**src/rtl/melody_seq_pkg.sv**
```systemverilog
// Shared definitions for the note sequencer: note codes, status layout,
// FSM state encoding and CPU register addresses.
package melody_seq_pkg;

    typedef enum logic [1:0] {
        ST_IDLE = 2'd0,
        ST_PLAY = 2'd1,
        ST_GAP  = 2'd2
    } state_e;

    // Codes understood by beep.mode: 1..13 chromatic C..C, 14 low B, 0 silent.
    localparam logic [7:0] NOTE_REST = 8'd0;
    localparam logic [7:0] NOTE_C    = 8'd1;
    localparam logic [7:0] NOTE_CS   = 8'd2;
    localparam logic [7:0] NOTE_D    = 8'd3;
    localparam logic [7:0] NOTE_DS   = 8'd4;
    localparam logic [7:0] NOTE_E    = 8'd5;
    localparam logic [7:0] NOTE_F    = 8'd6;
    localparam logic [7:0] NOTE_FS   = 8'd7;
    localparam logic [7:0] NOTE_G    = 8'd8;
    localparam logic [7:0] NOTE_GS   = 8'd9;
    localparam logic [7:0] NOTE_A    = 8'd10;
    localparam logic [7:0] NOTE_AS   = 8'd11;
    localparam logic [7:0] NOTE_B    = 8'd12;
    localparam logic [7:0] NOTE_C_HI = 8'd13;
    localparam logic [7:0] NOTE_B_LO = 8'd14;

    localparam int STAT_FULL_BIT  = 8;
    localparam int STAT_EMPTY_BIT = 9;
    localparam int STAT_BUSY_BIT  = 10;
    localparam int STAT_OVF_BIT   = 11;

    localparam logic [31:0] ADDR_NOTE_WR = 32'hff18;
    localparam logic [31:0] ADDR_CLEAR   = 32'hff1c;
    localparam logic [31:0] ADDR_STATUS  = 32'hff18;

    function automatic logic [31:0] pack_status(
        input logic [4:0] cnt,
        input logic       full,
        input logic       empty,
        input logic       busy,
        input logic       ovf
    );
        logic [31:0] s;
        s                 = '0;
        s[4:0]            = cnt;
        s[STAT_FULL_BIT]  = full;
        s[STAT_EMPTY_BIT] = empty;
        s[STAT_BUSY_BIT]  = busy;
        s[STAT_OVF_BIT]   = ovf;
        return s;
    endfunction

endpackage

```
**src/rtl/melody_seq_if.sv**
```systemverilog
// CPU-side bus of the note sequencer: push/clear strobes in, beep mode,
// status word and drain pulse out.
interface melody_seq_if;
    import melody_seq_pkg::*;

    logic        wr_note;
    logic [15:0] wr_data;
    logic        clear;
    logic [7:0]  mode;
    logic [31:0] status;
    logic        done;

    modport master (
        output wr_note, wr_data, clear,
        input  mode, status, done
    );

    modport slave (
        input  wr_note, wr_data, clear,
        output mode, status, done
    );

endinterface

```
**src/rtl/melody_seq_note_fifo.sv**
```systemverilog
// DEPTH x WIDTH register-array FIFO with combinational head read, flush,
// and push+pop allowed on the same edge even when full.
module note_fifo #(
    parameter int DEPTH = 16,
    parameter int WIDTH = 16
) (
    input  logic                   clk,
    input  logic                   rst,
    input  logic                   push,
    input  logic                   pop,
    input  logic                   flush,
    input  logic [WIDTH-1:0]       wr_data,
    output logic [WIDTH-1:0]       rd_data,
    output logic [$clog2(DEPTH):0] count,
    output logic                   full,
    output logic                   empty
);
    import melody_seq_pkg::*;

    localparam int ADDR_W = $clog2(DEPTH);
    localparam int CNT_W  = ADDR_W + 1;

    logic [WIDTH-1:0]  mem [DEPTH];
    logic [ADDR_W-1:0] wr_ptr_q, wr_ptr_d;
    logic [ADDR_W-1:0] rd_ptr_q, rd_ptr_d;
    logic [CNT_W-1:0]  count_q, count_d;
    logic              do_push;
    logic              do_pop;

    assign full    = (count_q == CNT_W'(DEPTH));
    assign empty   = (count_q == '0);
    assign count   = count_q;
    assign rd_data = mem[rd_ptr_q];

    // A pop in the same cycle frees the slot, so a full FIFO still accepts the push.
    assign do_pop  = pop && !empty;
    assign do_push = push && (!full || do_pop);

    always_comb begin
        wr_ptr_d = wr_ptr_q;
        rd_ptr_d = rd_ptr_q;
        count_d  = count_q;
        if (flush) begin
            wr_ptr_d = '0;
            rd_ptr_d = '0;
            count_d  = '0;
        end else begin
            if (do_push) wr_ptr_d = wr_ptr_q + ADDR_W'(1);
            if (do_pop)  rd_ptr_d = rd_ptr_q + ADDR_W'(1);
            unique case ({do_push, do_pop})
                2'b10:   count_d = count_q + CNT_W'(1);
                2'b01:   count_d = count_q - CNT_W'(1);
                default: count_d = count_q;
            endcase
        end
    end

    always_ff @(posedge clk or posedge rst) begin
        if (rst) begin
            wr_ptr_q <= '0;
            rd_ptr_q <= '0;
            count_q  <= '0;
        end else begin
            wr_ptr_q <= wr_ptr_d;
            rd_ptr_q <= rd_ptr_d;
            count_q  <= count_d;
        end
    end

    always_ff @(posedge clk) begin
        if (do_push && !flush) mem[wr_ptr_q] <= wr_data;
    end

endmodule

```
**src/rtl/melody_seq.sv**
```systemverilog
// Note sequencer feeding beep.mode: plays queued {duration, note} entries in
// order, each for duration x TICK_CYCLES clocks followed by an optional silent gap.
module melody_seq
    import melody_seq_pkg::*;
#(
    parameter int DEPTH       = 16,
    parameter int TICK_CYCLES = 625000,
    parameter int GAP_TICKS   = 1
) (
    input  logic         clk_62p5mhz,
    input  logic         reset,
    melody_seq_if.slave  bus
);

    localparam int              CNT_W    = $clog2(DEPTH) + 1;
    localparam int              PRE_W    = (TICK_CYCLES > 1) ? $clog2(TICK_CYCLES) : 1;
    localparam logic [PRE_W-1:0] PRE_LAST = PRE_W'(TICK_CYCLES - 1);
    localparam logic [7:0]      GAP_T8   = 8'(GAP_TICKS);

    state_e           state_q, state_d;
    logic [7:0]       mode_q, mode_d;
    logic [PRE_W-1:0] presc_q, presc_d;
    logic [7:0]       tick_q, tick_d;
    logic [7:0]       dur_q, dur_d;
    logic             done_q, done_d;
    logic             ovf_q, ovf_d;

    logic [15:0]      head;
    logic [CNT_W-1:0] count;
    logic             full;
    logic             empty;
    logic             push;
    logic             pop;
    logic             ovf_set;
    logic             wrap;
    logic [7:0]       tick_inc;

    // clear takes priority: a simultaneous write is discarded outright.
    assign push     = bus.wr_note && !bus.clear;
    assign pop      = (state_q == ST_IDLE) && !empty && !bus.clear;
    assign ovf_set  = push && full && !pop;
    assign wrap     = (presc_q == PRE_LAST);
    assign tick_inc = tick_q + 8'd1;

    note_fifo #(
        .DEPTH (DEPTH),
        .WIDTH (16)
    ) u_fifo (
        .clk     (clk_62p5mhz),
        .rst     (reset),
        .push    (push),
        .pop     (pop),
        .flush   (bus.clear),
        .wr_data (bus.wr_data),
        .rd_data (head),
        .count   (count),
        .full    (full),
        .empty   (empty)
    );

    always_comb begin
        state_d = state_q;
        mode_d  = mode_q;
        presc_d = presc_q;
        tick_d  = tick_q;
        dur_d   = dur_q;
        done_d  = 1'b0;
        ovf_d   = ovf_q | ovf_set;
        if (bus.clear) begin
            state_d = ST_IDLE;
            mode_d  = '0;
            presc_d = '0;
            tick_d  = '0;
            ovf_d   = 1'b0;
        end else begin
            unique case (state_q)
                ST_IDLE: begin
                    mode_d = '0;
                    if (!empty) begin
                        presc_d = '0;
                        tick_d  = '0;
                        dur_d   = head[15:8];
                        // Zero-length entries are consumed without sound or gap.
                        if (head[15:8] != 8'd0) begin
                            state_d = ST_PLAY;
                            mode_d  = head[7:0];
                        end
                    end
                end
                ST_PLAY: begin
                    if (wrap) begin
                        presc_d = '0;
                        tick_d  = tick_inc;
                        if (tick_inc == dur_q) begin
                            tick_d = '0;
                            mode_d = '0;
                            if (GAP_TICKS > 0) begin
                                state_d = ST_GAP;
                            end else begin
                                state_d = ST_IDLE;
                                done_d  = empty;
                            end
                        end
                    end else begin
                        presc_d = presc_q + PRE_W'(1);
                    end
                end
                ST_GAP: begin
                    if (wrap) begin
                        presc_d = '0;
                        tick_d  = tick_inc;
                        if (tick_inc == GAP_T8) begin
                            tick_d  = '0;
                            state_d = ST_IDLE;
                            done_d  = empty;
                        end
                    end else begin
                        presc_d = presc_q + PRE_W'(1);
                    end
                end
                default: begin
                    state_d = ST_IDLE;
                    mode_d  = '0;
                end
            endcase
        end
    end

    always_ff @(posedge clk_62p5mhz or posedge reset) begin
        if (reset) begin
            state_q <= ST_IDLE;
            mode_q  <= '0;
            presc_q <= '0;
            tick_q  <= '0;
            dur_q   <= '0;
            done_q  <= 1'b0;
            ovf_q   <= 1'b0;
        end else begin
            state_q <= state_d;
            mode_q  <= mode_d;
            presc_q <= presc_d;
            tick_q  <= tick_d;
            dur_q   <= dur_d;
            done_q  <= done_d;
            ovf_q   <= ovf_d;
        end
    end

    assign bus.mode   = mode_q;
    assign bus.done   = done_q;
    assign bus.status = pack_status(5'(count), full, empty, state_q != ST_IDLE, ovf_q);

endmodule

```
**src/flat_wrapper.sv**
```systemverilog
// flat-port wrapper written by rule: the top's interface ports become plain ports
module melody_seq_flat import melody_seq_pkg::*;
#(
    parameter int DEPTH       = 16,
    parameter int TICK_CYCLES = 625000,
    parameter int GAP_TICKS   = 1
)
  (clk_62p5mhz, reset, bus_wr_note, bus_wr_data, bus_clear, bus_mode, bus_status, bus_done);
  melody_seq_if bus_i ();
  input  logic clk_62p5mhz;
  input  logic reset;
  input wire logic [$bits(bus_i.wr_note)-1:0] bus_wr_note;
  input wire logic [$bits(bus_i.wr_data)-1:0] bus_wr_data;
  input wire logic [$bits(bus_i.clear)-1:0] bus_clear;
  output wire logic [$bits(bus_i.mode)-1:0] bus_mode;
  output wire logic [$bits(bus_i.status)-1:0] bus_status;
  output wire logic [$bits(bus_i.done)-1:0] bus_done;
  assign bus_i.wr_note = bus_wr_note;
  assign bus_i.wr_data = bus_wr_data;
  assign bus_i.clear = bus_clear;
  assign bus_mode = bus_i.mode;
  assign bus_status = bus_i.status;
  assign bus_done = bus_i.done;
  melody_seq #(.DEPTH(DEPTH), .TICK_CYCLES(TICK_CYCLES), .GAP_TICKS(GAP_TICKS)) u_core (.clk_62p5mhz(clk_62p5mhz), .reset(reset), .bus(bus_i));
endmodule
```
**config.mk**
```make
export PLATFORM = sky130hd
export DESIGN_NAME = melody_seq_flat
export DESIGN_NICKNAME = d
export VERILOG_FILES = /design/src/rtl/melody_seq_pkg.sv /design/src/rtl/melody_seq_if.sv /design/src/rtl/melody_seq_note_fifo.sv /design/src/rtl/melody_seq.sv /design/src/flat_wrapper.sv
export SDC_FILE = /design/constraint.sdc
export NUM_CORES = 1
export LEC_CHECK = 0
export ABC_CLOCK_PERIOD_IN_PS = 3420
export BUFFER_PORTS_ARGS = -buffer_cell sky130_fd_sc_hd__buf_2
export CORE_MARGIN = 3
export CORE_UTILIZATION = 48
export CTS_CLUSTER_SIZE = 16
export DETAILED_ROUTE_END_ITERATION = 8
export PLACE_DENSITY_LB_ADDON = 0.05
export SLEW_MARGIN = 20
export SYNTH_ARGS = -nofsm -noshare
export SYNTH_HDL_FRONTEND = slang
export SYNTH_SLANG_ARGS = --single-unit
```
**constraint.sdc**
```tcl
create_clock -name clk_62p5mhz -period 3.42 [get_ports clk_62p5mhz]
set_input_delay 0.171 -clock clk_62p5mhz [delete_from_list [all_inputs] [get_ports clk_62p5mhz]]
set_output_delay 0.171 -clock clk_62p5mhz [all_outputs]
set_load 0.03 [all_outputs]
```
Yosys cells after proc, flatten, opt, wreduce, memory -nomap -nowiden
Memories as Yosys holds them, arrays and structs flattened.
Index checks and enable logic that the tools add are counted.

operators by class
  bitwise logic cells = 3
  reduce and logical (&&, ||, !) cells = 28
  equality and inequality tests = 15
  $add $sub $neg = 6
  multiplexer cells = 38

operators with widths
  operator                                                                  number
  8-bit 2-to-1 mux                                                          11
  20-bit 2-to-1 mux                                                         3
  8-bit case mux with 3 select lines                                        2
  20-bit case mux with 2 select lines                                       1
  20-bit by 1-bit adder with 20-bit output (second input constant)          1
  20-bit == test (second input constant)                                    1
  4-bit 2-to-1 mux                                                          4
  2-bit 2-to-1 mux                                                          7
  3-bit by 2-bit inequality test with 1-bit output (second input constant)  4
  5-bit case mux with 2 select lines                                        1
  4-bit by 1-bit adder with 4-bit output (second input constant)            2
  8-bit by 1-bit adder with 8-bit output (second input constant)            1
  8-bit by 1-bit == test with 1-bit output (second input constant)          1
  8-bit == test                                                             1
  1-bit logical AND                                                         8
  8-bit nonzero test                                                        1
  1-bit 2-to-1 mux                                                          7
  3-bit inequality test (second input constant)                             2
  2-bit case mux with 3 select lines                                        1
  3-bit AND reduction                                                       2
  6-bit AND reduction                                                       1
  2-bit nonzero test                                                        3
  3-bit nonzero test                                                        2
  5-bit by 1-bit adder with 5-bit output (second input constant)            1
  16 further kinds                                                          22

word-level totals
  memories kept = 1
  output and inout port bits = 41
  bits in writable memories = 256
  register bits = 61

memories
  memory             depth  width  read ports  clocked after memory_dff  wr ports  RTL line                    text
  u_core.u_fifo.mem  16     16     1           0                         1         melody_seq_note_fifo.sv:23  logic [WIDTH-1:0] mem [DEPTH];

Depth between registers and ports, before layout
  depth after elaboration = 10
  gate-level depth with buffers = 12

Cells and area by module
From an unflattened synthesis, not the netlist that was laid out.

second synthesis, totals
  cells, all modules = 837
  area, all modules = 13885.8 µm²

modules (own cells, without submodules)
  module      seq. area each (µm²)  area each (µm²)  times used  cells each
  note_fifo   8012.7                10626.4          1           472
  melody_seq  1201.2                3259.4           1           365

Least setup slack after synthesis
No wires, ideal clock.

  kind = register -> register
  start point = register u_core.u_fifo.count_q[1], in the netlist u_core.u_fifo.count[1]
  end point = memory u_core.u_fifo.mem[5][0], enable pin
  buffers on the path = 1
  setup time = 409 ps
  arrival time = 2567 ps
  setup slack = 443 ps
  cell stages (with the launch flop) = 8
  cells stage by stage = dfrtp_1 > clkbuf_1 > nor4_2 > nand2_1 > o21ai_0 > nor2_1 > nand2_1 > nor3_1

on the way
  longest elaborated chain between the ends = 10
  elaborated cells between the ends (all ways) = 12
  those cells by class = 1 x eq/ne; 2 x mux; 9 x reduce/logical

ends and longest elaborated chain
  what                                      RTL line                                      text
  start, declared                           melody_seq_note_fifo.sv:26                    logic [CNT_W-1:0] count_q, count_d;
  start signal, assigned                    melody_seq_note_fifo.sv:66                    count_q <= count_d;
  5-bit logical NOT                         melody_seq_note_fifo.sv:31                    assign empty = (count_q == '0);
  1-bit logical NOT                         melody_seq_note_fifo.sv:36, melody_seq.sv:40
  1-bit logical AND (2 in a row)            melody_seq.sv:40                              assign pop = (state_q == ST_IDLE) && !empty && !bus.clear;
  1-bit logical AND                         melody_seq_note_fifo.sv:36                    assign do_pop = pop && !empty;
  1-bit logical OR *                        melody_seq_note_fifo.sv:37                    assign do_push = push && (!full || do_pop);
  1-bit logical AND *                       melody_seq_note_fifo.sv:37
  1-bit logical AND *                       melody_seq_note_fifo.sv:71                    if (do_push && !flush) mem[wr_ptr_q] <= wr_data;
  1-bit 2-to-1 mux *                        melody_seq_note_fifo.sv:71
  1-bit 2-to-1 mux (not written as such) *  melody_seq_note_fifo.sv:71
  end, declared                             melody_seq_note_fifo.sv:23

Every way passes the cells marked *; elsewhere a longest branch is shown, timed or not.

Worst setup path after layout
  start point = register u_core.tick_q[0]
  end point = register u_core.state_q[1]

on the way
  longest elaborated chain between the ends = 4
  elaborated cells between the ends (all ways) = 6
  those cells by class = 1 x add/sub; 4 x eq/ne; 1 x reduce/logical

ends and longest elaborated chain
  what                                                                              RTL line                             text
  start, declared                                                                   melody_seq.sv:23                     logic [7:0] tick_q, tick_d;
  start signal, assigned                                                            melody_seq.sv:142                    tick_q <= tick_d;
  8-bit by 1-bit adder with 8-bit output *                                          melody_seq.sv:43                     assign tick_inc = tick_q + 8'd1;
  8-bit by 1-bit == test with 1-bit output / 8-bit == test (equally long branches)  melody_seq.sv:112, melody_seq.sv:94
  3-bit by 2-bit inequality test with 1-bit output (no source line)                 --
  6-bit AND reduction (no source line) *                                            --
  end signal, assigned                                                              melody_seq.sv:139                    state_q <= state_d;
  end, declared                                                                     melody_seq.sv:20                     state_e state_q, state_d;

Marked as above.
A chain may end at the register's enable or synchronous reset.

==> results.toml <==
[cts]
cts_root_buf = "clkbuf_16"
clk_path_buf_depth = 3
numCtsBuffers = 35
clk_pin_slew_ps = 60
htreeDepth = 2
cts_tree = "built"
clock_latency_ps = 510
clock-sinks = 317

[route]
dr.pass1.iters = 5
vias_per_cell = 5.74
num_vias = 7779
routed_wl_mm = 31.5
routedWlPerCell_um = 23.3
drcViolationCount = 0
dr.first_iter.drc_count = 655
final_antenna_net_count = 0

[placed_design]
port_buffers = 37
gp_congestion = 0.802
place_ws_ps = 229
place_area_sq_mm = 0.0144
dpl.hpwl_mm = 20.1

[sta]
rsz0062_at_grt = "no"
worstMarginPinSlew_ps = 1120
fin_ws_ps = 317
fin_crit_ps = 3100
timing.final.crit_share = 0.907
maxSlewViolCount = 0
finalSetupTns_ps = 0
clock-skew-final_ps = 12.8
final-setup-viol-count = 0
hold_violations = 0
max_freq_mhz = 322
max_slew_margin = 0.249

[synth]
syn_area_per_cell_sq_um = 15.6
synthArstFlopShare = 0.192
synth_seq_area_share = 0.671
synth_enable_flop_cells = 256
ys.flop_type = "edfxtp_1"
synthTopCellsByArea = "edfxtp_1 (56%), dfrtp_1 (11%), mux4_2 (11%), nand2_1 (2.0%), buf_4 (1.8%)"
synthDistinctLibCells = 69
yosysTopAreaCellShare = 0.560
synth_top_cell_by_area = "edfxtp_1"
yosysMostFrequentCell = "edfxtp_1"
yosys_warnings = 0
postSynthCellCount = 880
netlist_area_sq_mm = 0.0137
ys_ff_latch = 317
ys_top_cells_by_count = "edfxtp_1 (256), nand2_1 (73), mux4_2 (67), dfrtp_1 (61), nor2_1 (52)"

[min_path]
hold_class = "primary input to flop"
holdPathStages = 1

[status]
status = "complete, no violations"

[die]
start_util = 0.490
io_pins = 61
fp.dieH_um = 175
placementRows = 61
coreArea_sq_mm = 0.0280
fp.dieArea_sq_mm = 0.0307
die_w_um = 175

[layout]
final_nets = 985
antenna_cells = 0
drive_gt1_frac = 0.232
syn2layout_area_growth_pct = 13.5
design_area_sq_mm = 0.0156

[global_routing]
antenna_found_initial = 0
grt_pass1_wl_mm = 48.9
grt_max_degree = 36
grt_pass1_vias = 7886
grt_usage = 0.211
grt_remaining_overflow = 0

[critical_path]
worst-path-stages = 8
crit_type = "flop to flop"
startpoint_type = "flop"
cp_slowest_cell = "dfrtp_1"
cp_top_family = "compound AO/OA/AOI/OAI gates"
critPathCaptureType = "flop"
r2r_cells = 8
crit_chain = "ha_1, nand3_4, or3_1, a31o_1, nor4b_4, a21boi_1, o311a_1, a311o_1"
cpPeakStageDelay_ps = 510
path_buf_inv = 0
arrival_ps = 3490
required_ps = 3810
cp_max_fo = 10

[power_and_ir_drop]
power_density_mw_per_mm2 = 680
peakVddDrop_v = 0.000382
p_leak_nw = 5.47

[flow_run]
cap_violations = 0
## registers in the layout, summed over array words and instances (netlist names)
signal,flops
u_core.bus.mode,8
u_core.presc_q,20
u_core.state_q,2
u_core.bus.done,1
u_core.u_fifo.mem,256
u_core.u_fifo.count,5
u_core.tick_q,8
u_core.u_fifo.rd_ptr_q,4
u_core.ovf_q,1
u_core.u_fifo.wr_ptr_q,4
u_core.dur_q,8
## cells in the final DEF (no fill, tap or decap), drive strengths merged, types with 10 or more instances in the layout
| master | count |
|---|---|
| mux2i | 14 |
| nand2 | 74 |
| nor4 | 12 |
| a21oi | 13 |
| buf | 73 |
| xor2 | 13 |
| edfxtp | 256 |
| ha | 14 |
| clkbuf | 43 |
| mux4 | 67 |
| inv | 32 |
| clkinv | 18 |
| conb | 23 |
| nand3 | 17 |
| nand4 | 10 |
| nor2 | 53 |
| dfrtp | 61 |
| nor2b | 11 |
| o21ai | 45 |
| nor3 | 16 |
## what timing repair did
action	4_1_cts	5_1_grt
resized for setup	0	1
setup endpoints to repair	0	5
hold buffers	3	0
hold endpoints to repair	36	0
setup buffers	0	0
## final cells by class
| class | instances | area [sq um] |
|---|---|---|
| timing repair buffer | 76 | 498 |
| sequential | 317 | 9220 |
| multi-input combinational | 488 | 4140 |
| inverter | 33 | 124 |
| clock inverter | 20 | 181 |
| clock buffer | 43 | 947 |
| tap | 378 | 473 |
| fill | 2242 | 12400 |
## path summary, 6_finish.rpt
kind	start	endpoint	slack, ps
setup / recovery	u_core.tick_q[0]	u_core.state_q[1]	320
hold / removal	bus_wr_data[8]	u_core.u_fifo.mem[10][8]	40
setup reg to reg	u_core.tick_q[0]	u_core.state_q[1]	320
hold reg to reg	u_core.bus.mode[3]	u_core.bus.mode[3]	490
max in group asynchronous	reset	u_core.u_fifo.count[2]	2130
min in group asynchronous	reset	u_core.bus.mode[2]	390
## worst reg2reg max path, stage by stage, from the launching register on
cell and delay, ps:
dfrtp_1 510, ha_1 430, nand3_4 170, or3_1 350, a31o_1 240, nor4b_4 330
a21boi_1 260, o311a_1 400, a311o_1 310
## per-stage QoR
stage | util | cells | power (W) | hold slack, ps
floorplan | - | 902 | 0.00634 | 270
global placement | 0.514 | 1289 | 0.00695 | 331
detailed placement | 0.514 | 1289 | 0.00700 | 359
CTS | 0.556 | 1355 | 0.0107 | 13.4
global route | 0.556 | 1355 | 0.0111 | 29.8
finish | 0.556 | 1355 | 0.0106 | 36.0
## where the power goes
| group | switching, W | leakage, nW | internal [W] | total (W) |
|---|---|---|---|---|
| combinational | 0.00136 | 1.78 | 0.000965 | 0.00232 |
| clock | 0.00148 | 0.560 | 0.00220 | 0.00368 |
| sequential | 0.000249 | 3.13 | 0.00435 | 0.00460 |
## cells by family after synthesis
| kind of cell | share of synthesized area |
|---|---|
| buf+inv | 0.0377 |
| fa+ha+maj | 0.0128 |
| other cells | 0.000273 |
| simple gates | 0.0830 |
| flops | 0.671 |
| mux | 0.121 |
| xor+xnor | 0.0140 |
| compound gates | 0.0600 |
## routing by layer
metal,GRT usage,up-vias,part of all wire
met3,0.0324,35,0.048
met1,0.304,4037,0.45
met2,0.343,206,0.49
met4,0.0495,0,0.017
met5,0,-,0
li1,-,3501,-
No activity file was read; power rests on OpenSTA's default activity.
